===== src/rtl/bus_arbiter.sv =====
// Shares one external memory bus between instruction fetch and data access.
// Data has fixed priority; each transfer is latched at grant and ends on slave ack or timeout.
module bus_arbiter #(
    parameter int ADDR_W   = 32,
    parameter int DATA_W   = 32,
    parameter int MAX_WAIT = 15
) (
    input  logic                clk,
    input  logic                rst,
    input  logic                ifetch_req,
    input  logic [ADDR_W-1:0]   ifetch_addr,
    output logic [DATA_W-1:0]   ifetch_rdata,
    output logic                ifetch_ack,
    output logic                ifetch_err,
    input  logic                dmem_req,
    input  logic                dmem_we,
    input  logic [DATA_W/8-1:0] dmem_sel,
    input  logic [ADDR_W-1:0]   dmem_addr,
    input  logic [DATA_W-1:0]   dmem_wdata,
    output logic [DATA_W-1:0]   dmem_rdata,
    output logic                dmem_ack,
    output logic                dmem_err,
    output logic                bus_req,
    output logic                bus_we,
    output logic [DATA_W/8-1:0] bus_sel,
    output logic [ADDR_W-1:0]   bus_addr,
    output logic [DATA_W-1:0]   bus_wdata,
    input  logic [DATA_W-1:0]   bus_rdata,
    input  logic                bus_ack,
    output logic                stallreq_from_bus
);

    localparam int SEL_W = DATA_W / 8;
    localparam int CNT_W = $clog2(MAX_WAIT + 1);

    typedef enum logic [1:0] {IDLE, IF_BUSY, D_BUSY, ACK} state_t;

    state_t           state, next_state;
    logic [CNT_W-1:0] wait_cnt;
    logic             owner_d;
    logic             err_flag;
    logic             busy;
    logic             timeout;
    logic             grant_d;
    logic             grant_if;

    assign busy     = (state == IF_BUSY) || (state == D_BUSY);
    assign timeout  = (wait_cnt == CNT_W'(MAX_WAIT - 1));
    assign grant_d  = (state == IDLE) && dmem_req;
    assign grant_if = (state == IDLE) && !dmem_req && ifetch_req;

    // NOTE: sequential state uses non-blocking assignments so every register
    // samples pre-edge values, independent of statement order.
    always_ff @(posedge clk or posedge rst) begin
        if (rst) state <= IDLE;
        else     state <= next_state;
    end

    // NOTE: next_state gets a default first so no path can infer a latch.
    always_comb begin
        next_state = state;
        case (state)
            IDLE: begin
                if (dmem_req)        next_state = D_BUSY;
                else if (ifetch_req) next_state = IF_BUSY;
            end
            IF_BUSY, D_BUSY: begin
                if (bus_ack || timeout) next_state = ACK;
            end
            ACK:     next_state = IDLE;
            default: next_state = IDLE;
        endcase
    end

    // Bus fields are captured once at grant and left untouched until the next grant.
    always_ff @(posedge clk or posedge rst) begin
        if (rst) begin
            bus_req      <= 1'b0;
            bus_we       <= 1'b0;
            bus_sel      <= '0;
            bus_addr     <= '0;
            bus_wdata    <= '0;
            wait_cnt     <= '0;
            owner_d      <= 1'b0;
            err_flag     <= 1'b0;
            ifetch_rdata <= '0;
            dmem_rdata   <= '0;
        end else if (grant_d) begin
            bus_req   <= 1'b1;
            bus_we    <= dmem_we;
            bus_sel   <= dmem_sel;
            bus_addr  <= dmem_addr;
            bus_wdata <= dmem_wdata;
            wait_cnt  <= '0;
            owner_d   <= 1'b1;
            err_flag  <= 1'b0;
        end else if (grant_if) begin
            bus_req   <= 1'b1;
            bus_we    <= 1'b0;
            bus_sel   <= {SEL_W{1'b1}};
            bus_addr  <= ifetch_addr;
            bus_wdata <= '0;
            wait_cnt  <= '0;
            owner_d   <= 1'b0;
            err_flag  <= 1'b0;
        end else if (busy) begin
            if (bus_ack) begin
                bus_req <= 1'b0;
                if (owner_d) dmem_rdata   <= bus_we ? '0 : bus_rdata;
                else         ifetch_rdata <= bus_rdata;
            end else if (timeout) begin
                // Abort: an ack on this same edge would have taken the branch above.
                bus_req  <= 1'b0;
                err_flag <= 1'b1;
                if (owner_d) dmem_rdata   <= '0;
                else         ifetch_rdata <= '0;
            end else begin
                wait_cnt <= wait_cnt + 1'b1;
            end
        end
    end

    always_comb begin
        ifetch_ack = (state == ACK) && !owner_d;
        dmem_ack   = (state == ACK) && owner_d;
        ifetch_err = ifetch_ack && err_flag;
        dmem_err   = dmem_ack && err_flag;
        stallreq_from_bus = (ifetch_req && !ifetch_ack) || (dmem_req && !dmem_ack);
    end

endmodule


===== config.mk =====
export PLATFORM = sky130hd
export DESIGN_NAME = bus_arbiter
export DESIGN_NICKNAME = d
export VERILOG_FILES = /design/src/rtl/bus_arbiter.sv
export SDC_FILE = /design/constraint.sdc
export NUM_CORES = 1
export LEC_CHECK = 0
export CAP_MARGIN = 20
export CELL_PAD_IN_SITES_DETAIL_PLACEMENT = 0
export CELL_PAD_IN_SITES_GLOBAL_PLACEMENT = 1
export CORE_ASPECT_RATIO = 0.9
export CORE_UTILIZATION = 29
export CTS_CLUSTER_DIAMETER = 200
export DETAILED_ROUTE_END_ITERATION = 6
export GPL_TIMING_DRIVEN = 0
export PLACE_DENSITY_LB_ADDON = 0.1
export RECOVER_POWER = 25
export SLEW_MARGIN = 20
export SYNTH_ARGS = -nofsm -noshare
export SYNTH_HDL_FRONTEND = slang
export SYNTH_SLANG_ARGS = --single-unit

===== constraint.sdc =====
create_clock -name clk -period 4.25 [get_ports clk]
set_clock_uncertainty 0.1 [all_clocks]
set_input_delay 0.425 -clock clk [delete_from_list [all_inputs] [get_ports clk]]
set_output_delay 0.425 -clock clk [all_outputs]
set_load 0.02 [all_outputs]

==> flow_metrics.tcl <==
set metrics [dict create \
    ys.flop_type "dfrtp_1" \
    worstMarginPinSlew_ps 1770 \
    p_clk_share_pct 21.5 \
    std_cell_rows 50 \
    slew_headroom_pct -17.9 \
    critPathSlowestCell "clkdlybuf4s50_1" \
    setup_viol 0 \
    cap_violations 2 \
    drt_pass1_iterations 5 \
    rsz0062_at_grt "false" \
    cp-end-kind "output port" \
    tritoncts "built" \
    ios 277 \
    synthCells 507 \
    crit_start "dmem_req" \
    ys_seq_area_share_pct 57.6 \
    grt_max_degree 33 \
    hpwl_um 14100 \
    status "finished, violations left" \
    cts-root-buf "clkbuf_16" \
    violations "max-capacitance violations, max-slew violations" \
    cp.required_ps 3720 \
    cts.clk_slew.worst_paths_ps 60 \
    critical_path.max_fanout 10 \
    min_path_cells 4 \
    hold_buffers 0 \
    cp.arrival_ps 2500 \
    vdd_ir_drop_max_mv 0.313 \
    pwr-share-seq_pct 31.1 \
    antenna_found_initial 1 \
    worst-setup-path-type "primary input to output port" \
    yosysTopAreaCell "dfrtp_1" \
    final_cell_mix "clkdlybuf4s50_1 (274), dfrtp_1 (142), a22o_1 (75)" \
    hp-class "primary input to flop" \
    synth_edf_count 0 \
    reg2reg_from "state[0]" \
    slew_viol_final 59 \
    timing.critical_path.to "stallreq_from_bus" \
    p_total_mw 7.40 \
    n_fill_cell 1907 \
    synth_top_area_share_pct 57.6 \
    start_util_pct 29.6 \
    yosys_register_bits 142 \
    synth-warning-count 0 \
    cts_buffers 17 \
    io_buffer_count 275 \
    synth_cell_types 38 \
    r2r_end "wait_cnt[2]" \
    p_leak_nw 4.28 \
    r2r_slack_ps 1910 \
    wire_per_inst_um 16.9 \
    ant_nets 0 \
    cts_resized 0 \
    avgSynthCellArea_um2 12.2 \
    p_int_mw 4.72 \
    die_height_um 140 \
    p_comb_share_pct 47.4 \
    die_w_um 156 \
    cts_buffer_depth 2 \
    syn-num-nets 650 \
    drtIter0Drc 180 \
    cts_setup_buffers 0 \
    die-area_mm2 0.0219 \
    p_sw_share_pct 36.3 \
    fmax_ghz 0.331 \
    htree_levels 4 \
    cellPowerDensity_mw_per_mm2 743 \
    drc_errors 0 \
    synth_area_leaders "dfrtp_1 (58%), a22o_1 (11%), mux2_2 (9.1%)" \
    routed_wirelength_um 18600 \
    finalCritPeriodShare_pct 71.1 \
    grt_usage_pct 17.7 \
    reg2reg_depth 7 \
    grt_pass1_vias 5487 \
    final_nets 948 \
    clock_sinks 142 \
    place_congestion 0.752 \
    netSwitchingPower_mw 2.69 \
    grt-ovfl-total 0 \
    cp_common_cell "clkdlybuf4s50_1" \
    vias 5065 \
    grt_pass1_wl_um 29800 \
    min_period_ps 3020 \
    crit_chain "clkdlybuf4s50_1 > buf_2 > clkinv_1 > o21ai_0 > a21boi_0 > clkdlybuf4s50_1" \
    drive_gt1_share_pct 11.6 \
    async_flop_share_pct 100 \
    area_delta_synth_final_pct 61.4 \
    final_common_cell "clkdlybuf4s50_1" \
    cp-start-kind "primary input" \
    slowest_delay_ps 650 \
    clk_latency_ps 410 \
    finalHoldViolCount 0 \
    syn-cell-area_mm2 0.00617 \
    tns_ps 0 \
    core_mm2 0.0208 \
    avgViaCountPerCell 4.58 \
]
==> worst max-delay path: cells and delay by family <==
kind	cells	cell delay (ps)
compound gates	2	350
buf+inv	4	1710
==> power groups by stage <==
stage               clock, mW  combinational, mW  sequential (mW)
floorplan                   0               1.21             2.96
global placement            0               3.52             2.30
detailed placement          0               3.57             2.31
CTS                      1.64               3.57             2.31
global route             1.70               3.76             2.39
finish                   1.60               3.51             2.30
==> cells by family (layout without fill, tap and decap cells) <==
group	Yosys count	in the layout	share of synthesized area (%)
mux	66	66	11.8
fa+ha+maj	5	5	1.01
other cells	0	1	0
simple gates	116	116	10.5
buf+inv	59	370	4.14
flops	142	142	57.6
compound gates	119	119	15.0
==> layout make-up <==
type	instances	area (um^2)	area share, %
well taps	286	358	3.59
inverters	21	80.1	0.804
repair buffers	279	2800	28.1
clock inverters	13	185	1.86
flip-flops and latches	142	3550	35.7
diodes	1	2.50	0.0251
clock buffers	19	443	4.45
plain buffers	38	176	1.77
multi-input cells	306	2360	23.7
==> how the worst min path moves through the flow <==
| stage | slack (ps) | end | from |
|---|---|---|---|
| global route | 410 | dmem_rdata[28] | dmem_rdata[28] |
| detailed placement | 380 | dmem_rdata[28] | dmem_rdata[28] |
| floorplan | 370 | err_flag | err_flag |
| finish | 390 | bus_addr[7] | ifetch_req |
| global placement | 370 | bus_req | bus_req |
| CTS | 340 | dmem_rdata[3] | rst |
==> sequential cells by signal (all words and copies together) (netlist names), 2 cells and up <==
register      cells
wait_cnt          4
bus_sel           4
ifetch_rdata     32
dmem_rdata       32
bus_wdata        32
state             2
bus_addr         32
==> synthesized netlist by cell type (7+ instances only) <==
cell type	instances
o21ai_0	12
a22o_1	75
inv_1	20
nor2b_1	22
nand3b_1	15
dfrtp_1	142
mux2i_1	13
mux2_2	50
nor2_1	14
o22ai_1	7
a21oi_1	11
clkbuf_1	28
nand2_1	33
and2_1	22
==> per-layer routing <==
metal	up-vias	GRT usage [%]	wire (um)
li1	2398	-	-
met1	2476	22.0	7920
met2	175	28.8	8940
met3	16	6.90	1580
met4	0	4.49	186
met5	-	0	0
==> through the flow <==
stage | hold slack [ps] | cell area, um^2 | util [%] | setup WS [ps] | std cells
2_1_floorplan | 369 | 6170 | - | 1950 | 507
3_3_place_gp | 368 | 9290 | 44.6 | 586 | 1068
3_5_place_dp | 379 | 9370 | 45.0 | 1200 | 1072
4_1_cts | 343 | 9990 | 48.0 | 1190 | 1104
5_1_grt | 407 | 9960 | 47.8 | 746 | 1104
6_report | 386 | 9960 | 47.8 | 1230 | 1105
Power figures use the tool's default switching activity.
